[config.mk]
export PLATFORM = sky130hd
export DESIGN_NAME = mem_arbiter
export DESIGN_NICKNAME = d
export VERILOG_FILES = /design/src/rtl/mem_arb_pkg.sv /design/src/rtl/mem_arbiter.sv
export SDC_FILE = /design/constraint.sdc
export NUM_CORES = 1
export LEC_CHECK = 0
export CORE_UTILIZATION = 41
export DETAILED_ROUTE_END_ITERATION = 16
export PLACE_DENSITY_LB_ADDON = 0.2
export SLEW_MARGIN = 10
export SYNTH_ARGS = -nofsm -noshare
export SYNTH_HDL_FRONTEND = slang
export SYNTH_SLANG_ARGS = --single-unit
[constraint.sdc]
create_clock -name clk -period 4.3 [get_ports clk]
set_input_delay 0.86 -clock clk [delete_from_list [all_inputs] [get_ports clk]]
set_output_delay 0.86 -clock clk [all_outputs]
set_load 0.01 [all_outputs]
[src/rtl/mem_arb_pkg.sv]
// Shared encodings for the IFU/LSU memory arbiter: FSM state and transaction owner.
package mem_arb_pkg;

  typedef enum logic [1:0] {
    ST_IDLE    = 2'd0,
    ST_ISSUE   = 2'd1,
    ST_WAIT    = 2'd2,
    ST_DELIVER = 2'd3
  } arb_state_e;

  typedef enum logic {
    OWN_IFU = 1'b0,
    OWN_LSU = 1'b1
  } arb_owner_e;

endpackage

[src/rtl/mem_arbiter.sv]
// Two-master (IFU/LSU) to single-memory arbiter, one transaction outstanding at a time.
// Grant is LSU-fixed-priority or round-robin depending on RR_EN.
module mem_arbiter
  import mem_arb_pkg::*;
#(
  parameter bit RR_EN = 1'b0
) (
  input  logic        clk,
  input  logic        rst,

  input  logic        ifu_req_valid,
  output logic        ifu_req_ready,
  input  logic [31:0] ifu_addr,
  output logic        ifu_resp_valid,
  input  logic        ifu_resp_ready,
  output logic [31:0] ifu_rdata,
  output logic        ifu_resp_err,

  input  logic        lsu_req_valid,
  output logic        lsu_req_ready,
  input  logic [31:0] lsu_addr,
  input  logic [31:0] lsu_wdata,
  input  logic        lsu_wen,
  input  logic [3:0]  lsu_wmask,
  output logic        lsu_resp_valid,
  input  logic        lsu_resp_ready,
  output logic [31:0] lsu_rdata,
  output logic        lsu_resp_err,

  output logic        mem_req_valid,
  input  logic        mem_req_ready,
  output logic [31:0] mem_addr,
  output logic [31:0] mem_wdata,
  output logic        mem_wen,
  output logic [3:0]  mem_wmask,
  input  logic        mem_resp_valid,
  output logic        mem_resp_ready,
  input  logic [31:0] mem_rdata,
  input  logic        mem_resp_err
);

  arb_state_e  state_q, state_d;
  arb_owner_e  owner_q, last_q, grant;
  logic [31:0] addr_q, wdata_q, rdata_q;
  logic [3:0]  wmask_q;
  logic        wen_q, err_q;
  logic        ifu_acc, lsu_acc, deliver_hs;

  always_comb begin
    grant = OWN_IFU;
    if (lsu_req_valid && !ifu_req_valid) begin
      grant = OWN_LSU;
    end else if (lsu_req_valid && ifu_req_valid) begin
      grant = (RR_EN && last_q == OWN_LSU) ? OWN_IFU : OWN_LSU;
    end
  end

  // Ready is gated by rst so every output reads 0 while reset is held, even with valids high.
  always_comb begin
    ifu_req_ready = rst && (state_q == ST_IDLE) && ifu_req_valid && (grant == OWN_IFU);
    lsu_req_ready = rst && (state_q == ST_IDLE) && lsu_req_valid && (grant == OWN_LSU);
    ifu_acc       = ifu_req_valid && ifu_req_ready;
    lsu_acc       = lsu_req_valid && lsu_req_ready;
  end

  always_comb begin
    mem_req_valid  = (state_q == ST_ISSUE);
    mem_resp_ready = (state_q == ST_WAIT);
    mem_addr       = addr_q;
    mem_wdata      = wdata_q;
    mem_wen        = wen_q;
    mem_wmask      = wmask_q;
    ifu_resp_valid = (state_q == ST_DELIVER) && (owner_q == OWN_IFU);
    lsu_resp_valid = (state_q == ST_DELIVER) && (owner_q == OWN_LSU);
    ifu_rdata      = ifu_resp_valid ? rdata_q : '0;
    ifu_resp_err   = ifu_resp_valid && err_q;
    lsu_rdata      = lsu_resp_valid ? rdata_q : '0;
    lsu_resp_err   = lsu_resp_valid && err_q;
    deliver_hs     = (ifu_resp_valid && ifu_resp_ready) || (lsu_resp_valid && lsu_resp_ready);
  end

  always_comb begin
    state_d = state_q;
    case (state_q)
      ST_IDLE:    if (ifu_acc || lsu_acc) state_d = ST_ISSUE;
      ST_ISSUE:   if (mem_req_ready)      state_d = ST_WAIT;
      ST_WAIT:    if (mem_resp_valid)     state_d = ST_DELIVER;
      ST_DELIVER: if (deliver_hs)         state_d = ST_IDLE;
      default:                            state_d = ST_IDLE;
    endcase
  end

  always_ff @(posedge clk or negedge rst) begin
    if (!rst) begin
      state_q <= ST_IDLE;
      owner_q <= OWN_IFU;
      last_q  <= OWN_LSU;
      addr_q  <= '0;
      wdata_q <= '0;
      wen_q   <= 1'b0;
      wmask_q <= '0;
      rdata_q <= '0;
      err_q   <= 1'b0;
    end else begin
      state_q <= state_d;
      if (ifu_acc || lsu_acc) begin
        owner_q <= grant;
        last_q  <= grant;
        addr_q  <= lsu_acc ? lsu_addr : ifu_addr;
        wdata_q <= lsu_acc ? lsu_wdata : '0;
        wen_q   <= lsu_acc && lsu_wen;
        wmask_q <= lsu_acc ? lsu_wmask : '0;
      end
      if ((state_q == ST_WAIT) && mem_resp_valid) begin
        rdata_q <= mem_rdata;
        err_q   <= mem_resp_err;
      end
    end
  end

endmodule

==> results.txt, run 1 <==
Leakage = 3.62 nW
post-synthesis cell count = 394
Post-synth EDFFs = 0
fill count = 809
pwr dens = 612 mW/mm²
clock sinks = 105
CTS resizes = 0
die height = 109 µm
DP Area = 0.00758 mm²
Die ar. = 0.0118 mm²
met2 wire length = 7210 µm
H-tree Lvls = 3
dpl hpwl = 10,700 µm
Mean Syn Cell Area = 11.9 µm²
design area = 0.00789 mm²
Max Clk Rate = 272 MHz
Hold Buf Count CTS = 0
TritonCTS clock tree = built
Setup Fix Bufs, Post-CTS = 0
total number of placement rows = 38
Global Route Usage Sum = 24.3%
hold crit path type = in2async
Final Cycle Share = 85.5%
top_reg_cell synth = dfrtp_1
DR iter-0 viols = 187
R2R Path Start = state_q[0]
clock buffer count from CTS = 9
Metal-1 WL = 5310 µm
Ant. Diodes = 0
DR vias/cell = 5.08
critical path arrival = 2.82 ns
Starting Density = 42.6%
Post-Syn Area = 0.00468 mm²
Setup crit start kind = register
number of global-route vias before repair = 4,264
CP required = 3.44 ns
worst r2r path cells = 6
Clk pin slew, worst setup/hold paths = 0.07 ns
uppermost layer routed = met4
Syn Nets = 541
Clock Path Buffers = 2
peak fanout along the critical path = 35
worst reg-to-reg setup slack = 1.82 ns
layout cells sized above 1 = 8.98%
Core Footprint = 0.0110 mm²
Post-synth top cells = 105 x dfrtp_1, 37 x a22o_1, 34 x and3_1, 34 x nand2_1
# IOs = 283
Setup CP Type = reg2out
Max IR drop VDD = 0.000341 V
first-pass GRT wire length = 21,500 µm
Util after Layout = 71.9%
CP Capture Type = primary output
leading area contributor after synthesis = dfrtp_1
die width = 109 µm
Yosys cell types = 22
outcome = completed
largest net degree at the start of global routing = 104
clock skew = 0.00482 ns
grt total ovfl = 0
Post-layout nets = 810
Final setup violation count = 0
final WL = 14,100 µm
Tot Pwr = 4.83 mW
max-slew violation count = 0
endpoints failing hold = 0
worst slew pin tran = 0.990 ns
#FFs+latches synth = 105
min Tclk post-route = 3.68 ns
area delta synth->final = 68.7%
WL/cell = 17.5 µm
Seq/Total Area, Yosys = 56.2%
drt pass-1 iters = 4
initial antenna violation count = 0
RePlAce Congestion = 0.844
Yosys top cell area share = 56.2%
r2r endpoint = mem_wdata[19]
RSZ-0062 raised after global routing = no
max-cap violations = 0
Ys Warns = 0
Worst slew margin = 33.7%
setup TNS = 0 ns
antenna-violating nets left = 0
port bufs = 282
met3 routed wirelength = 1210 µm
main area contributors after synthesis = dfrtp_1 56%, mux2_2 7.9%, mux2i_1 7.1%
total number of vias = 4,107
most frequent cell after synthesis = dfrtp_1
post-route DRC violation count = 0
Async S/R FF share, synth = 100%
Root Driver = clkbuf_16
Worst-Skew Late Latency = 0.34 ns
## placed cells by master (no fill, tap or decap), types with 2 or more instances in the layout
cell type / n
clkdlybuf4s50_1: 281
dfrtp_1: 105
a22o_1: 37
nand2_1: 34
and3_1: 33
and2_1: 33
mux2_2: 33
o21ai_0: 33
mux2i_1: 33
clkbuf_16: 9
buf_4: 8
inv_1: 5
ha_1: 5
nor2_1: 3
clkinvlp_4: 2
clkbuf_1: 2
bufinv_16: 2
## state kept, by name, indices dropped and copies added, names as in the netlist
register and flops:
mem_addr 32, err_q 1, mem_wmask 4, rdata_q 32, owner_q 1, mem_wdata 32
state_q 2, mem_wen 1
## metal layers
metal,track usage [%],vias up
met4,11.7,0
met2,42.6,200
met1,27.3,1963
met3,6.52,27
li1,-,1917
met5,0,-
## where the power goes
| group | switching (mW) | leakage [nW] | internal (mW) | total (mW) |
|---|---|---|---|---|
| Clock | 0.349 | 0.146 | 0.510 | 0.858 |
| Combinational | 0.905 | 2.18 | 1.33 | 2.24 |
| Sequential | 0.286 | 1.30 | 1.45 | 1.73 |
| Total | 1.54 | 3.62 | 3.29 | 4.83 |
## through the flow
step,instances,worst slack (ns),hold slack (ns)
detailed placement,792,0.978,0.482
global route,808,0.424,0.424
floorplan,394,1.94,0.486
CTS,808,0.610,0.405
global placement,792,1.12,0.483
finish,808,0.624,0.405
## area by class of cell
cell class / count / area [µm²] / share of cell area, %
Clock inverter: 5 / 80.1 / 1.01
Timing Repair Buffer: 289 / 2870 / 36.4
Tap cell: 140 / 175 / 2.22
Clock buffer: 11 / 233 / 2.95
Inverter: 6 / 22.5 / 0.285
Sequential cell: 105 / 2630 / 33.3
Multi-Input combinational cell: 252 / 1880 / 23.8
## critical path, cell delays in order, from the launching register on
cell and delay [ns]:
dfrtp_1 0.39, ha_1 0.16, buf_4 0.27, nor2b_2 0.85, and2_1 0.25, clkdlybuf4s50_1 0.54
## how the worst max path moves through the flow
stage,start,end,slack [ns],depth (start not counted)
2_1_floorplan,rst,lsu_req_ready,1.94,4
3_3_place_gp,state_q[1],ifu_rdata[1],1.12,5
3_5_place_dp,state_q[1],ifu_rdata[0],0.98,5
4_1_cts,state_q[1],ifu_rdata[0],0.61,5
5_1_grt,state_q[1],ifu_rdata[27],0.42,5
6_report,state_q[1],ifu_rdata[16],0.62,5
## kinds of logic (layout without fill, tap and decap cells)
logic type                 Yosys count  in the layout  share of synthesized area (%)
adders and majority gates            5              5                           1.34
muxes                               67             67                           15.3
buffers and inverters               37            311                           3.64
AOI/OAI and AO/OA                   72             72                           10.9
and+or+nand+nor                    108            108                           12.7
DFF                                105            105                           56.2
Note: power is estimated with default switching activity, not from simulation.
==> run 2, diff against run 1 <==
Settings changed: CORE_ASPECT_RATIO from default to 1.4, CORE_MARGIN from default to 2, RECOVER_POWER from default to 25.
==> run 2 against run 1 <==
Compared with the run above:
- the flow now finishes with violations (max-capacitance violations, max-slew violations)
- non-clock buffer count unchanged
- core utilization fell by 1.5 points
- power is 0.70% higher
- setup slack worse by 0.058 ns
- count of clock-buffer cells in the layout did not move
- via count unchanged
- register-to-register slack worse by 0.08 ns
==> results.txt, run 2 (synthesized netlist as in run 1, its figures left out) <==
DR vias/cell = 5.06 (-0.37%)
RSZ-0062 raised after global routing = no
port bufs = 282 (unchanged)
setup TNS = 0 ns (unchanged)
number of global-route vias before repair = 4,165 (-2.3%)
clock sinks = 105 (unchanged)
Clk pin slew, worst setup/hold paths = 0.07 ns (about the same)
Root Driver = clkbuf_16
Final setup violation count = 0 (unchanged)
critical path arrival = 2.87 ns (+0.05 ns)
max-cap violations = 1 (+1)
Hold Buf Count CTS = 0 (unchanged)
first-pass GRT wire length = 22,000 µm (+2.3%)
CP required = 3.44 ns (about the same)
met3 routed wirelength = 1290 µm (+6.1%)
Die ar. = 0.0123 mm² (+3.8%)
grt total ovfl = 0 (unchanged)
fill count = 885 (+9.4%)
uppermost layer routed = met4
Slowest-stage cell, CP = nor2b_2
outcome = finished, violations left
CP Capture Type = primary output
die width = 94.3 µm (-13%)
area delta synth->final = 68.8% (about the same)
most common cell after layout, fill and taps aside = clkdlybuf4s50_1
peak fanout along the critical path = 35 (unchanged)
initial antenna violation count = 1 (+1)
clock buffer count from CTS = 9 (unchanged)
dpl hpwl = 11,000 µm (+2.8%)
Starting Density = 41.7% (-0.91 points)
Leakage = 3.63 nW (+0.11%)
Net Sw Frac = 31.9% (about the same)
failing checks = max-capacitance violations, max-slew violations
Core Footprint = 0.0112 mm² (+2.2%)
Setup crit start kind = register
CTS resizes = 0 (unchanged)
Final Cycle Share = 86.9% (+1.4 points)
Post-layout nets = 810 (unchanged)
pwr dens = 616 mW/mm² (+0.67%)
layout cells sized above 1 = 8.71% (-0.27 points)
final WL = 14,500 µm (+3.0%)
largest net degree at the start of global routing = 104 (unchanged)
endpoints failing hold = 0 (unchanged)
min Tclk post-route = 3.73 ns (+0.0584 ns)
critical path cell sequence = ha_1 -> buf_4 -> nor2b_2 -> and2_1 -> clkdlybuf4s50_1
Internal = 3.31 mW (+0.72%)
max-slew violation count = 50 (+50)
Switch Pwr = 1.55 mW (+0.67%)
DP Area = 0.00758 mm² (about the same)
total number of vias = 4,107 (unchanged)
RePlAce Congestion = 0.788 (-6.6%)
antenna-violating nets left = 0 (unchanged)
Metal-1 WL = 5240 µm (-1.4%)
WL/cell = 17.9 µm (+2.6%)
Worst slew margin = -76.3% (-110 points)
TritonCTS clock tree = built
met2 wire length = 7640 µm (+5.9%)
H-tree Lvls = 3 (unchanged)
hold crit path type = reg2reg
worst slew pin tran = 2.65 ns (+1.65 ns)
Max Clk Rate = 268 MHz (-1.6%)
Worst-Skew Late Latency = 0.34 ns (about the same)
Clock Path Buffers = 2 (unchanged)
Setup Fix Bufs, Post-CTS = 0 (unchanged)
drt pass-1 iters = 4 (unchanged)
max incr delay on CP = 0.89 ns (+0.04 ns)
total number of placement rows = 46 (+21%)
post-route DRC violation count = 0 (unchanged)
design area = 0.00790 mm² (about the same)
die height = 130 µm (+20%)
Comb power frac = 46.2% (-0.2 points)
clock skew = 0.00528 ns (+0.000458 ns)
Global Route Usage Sum = 23.7% (-0.59 points)
Max IR drop VDD = 0.000302 V (-12%)
most frequent cells in the layout = 281 x clkdlybuf4s50_1, 105 x dfrtp_1, 37 x a22o_1, 34 x nand2_1
# IOs = 283 (unchanged)
Setup CP Type = reg2out
clock share of power = 18.0% (+0.2 points)
sequential fraction of design power = 35.9% (about the same)
DR iter-0 viols = 142 (-24%)
==> run 2: cell count changes in the layout (fill, tap and decap cells not counted) <==
cell | previous run | this run
clkinvlp_4 | 2 | 0
clkbuf_2 | 0 | 1
diode_2 | 0 | 1
clkbuf_8 | 0 | 2
buf_4 | 8 | 5
==> run 2: worst max-delay path: cells and delay by family (launching register included) <==
kind	cells	cell delay (ns)
adder cells (fa/ha/maj)	1	0.17
buffers and inverters	2	0.82
flip-flops	1	0.39
AND/OR/NAND/NOR	2	1.13
==> run 2: area by class of cell <==
cell class                 count  area [µm²]  share of cell area (%)
sequential                   105        2630                    33.3
clock inverter                 3        65.1                   0.824
tap                          144         180                    2.28
timing repair buffer         289        2860                    36.3
multi-input combinational    252        1880                    23.8
clock buffer                  11         253                    3.20
antenna                        1        2.50                  0.0317
inverter                       6        22.5                   0.285
==> run 2: power groups by stage <==
| stage | Sequential (mW) | Combinational [mW] | Clock (mW) |
|---|---|---|---|
| 4_1_cts | 1.74 | 2.27 | 0.899 |
| 2_1_floorplan | 1.81 | 0.914 | 0 |
| 5_1_grt | 1.80 | 2.42 | 0.943 |
| 6_report | 1.74 | 2.24 | 0.873 |
| 3_5_place_dp | 1.74 | 2.27 | 0 |
| 3_3_place_gp | 1.73 | 2.20 | 0 |
==> run 2: per-layer routing <==
metal / vias up / GRT usage, %
li1: 1911 / -
met1: 1973 / 26.4
met2: 198 / 41.5
met3: 25 / 7.63
met4: 0 / 10.3
met5: - / 0
==> run 2: path summary, 6_finish.rpt <==
| path | from | to | slack (ns) | cells past startpoint |
|---|---|---|---|---|
| max | state_q[1] | ifu_rdata[28] | 0.57 | 5 |
| min | mem_wdata[16] | mem_wdata[16] | 0.50 | 1 |
| max reg2reg | state_q[0] | mem_wdata[18] | 1.74 | 6 |
| min reg2reg | mem_wdata[16] | mem_wdata[16] | 0.50 | 1 |
| max in group asynchronous | rst | mem_wdata[11] | 1.21 | 2 |
| min in group asynchronous | rst | mem_addr[23] | 1.07 | 2 |
==> run 2: stage by stage <==
step	power, mW	setup WS [ns]	utilization (%)	cells	hold WS, ns
final	4.86	0.565	70.3	811	0.502
after global routing	5.17	0.273	70.3	811	0.515
after CTS	4.91	0.568	70.4	810	0.503
after detailed placement	4.01	0.954	67.6	796	0.480
after global placement	3.93	1.10	67.6	796	0.482
after floorplan	2.72	1.94	-	394	0.486
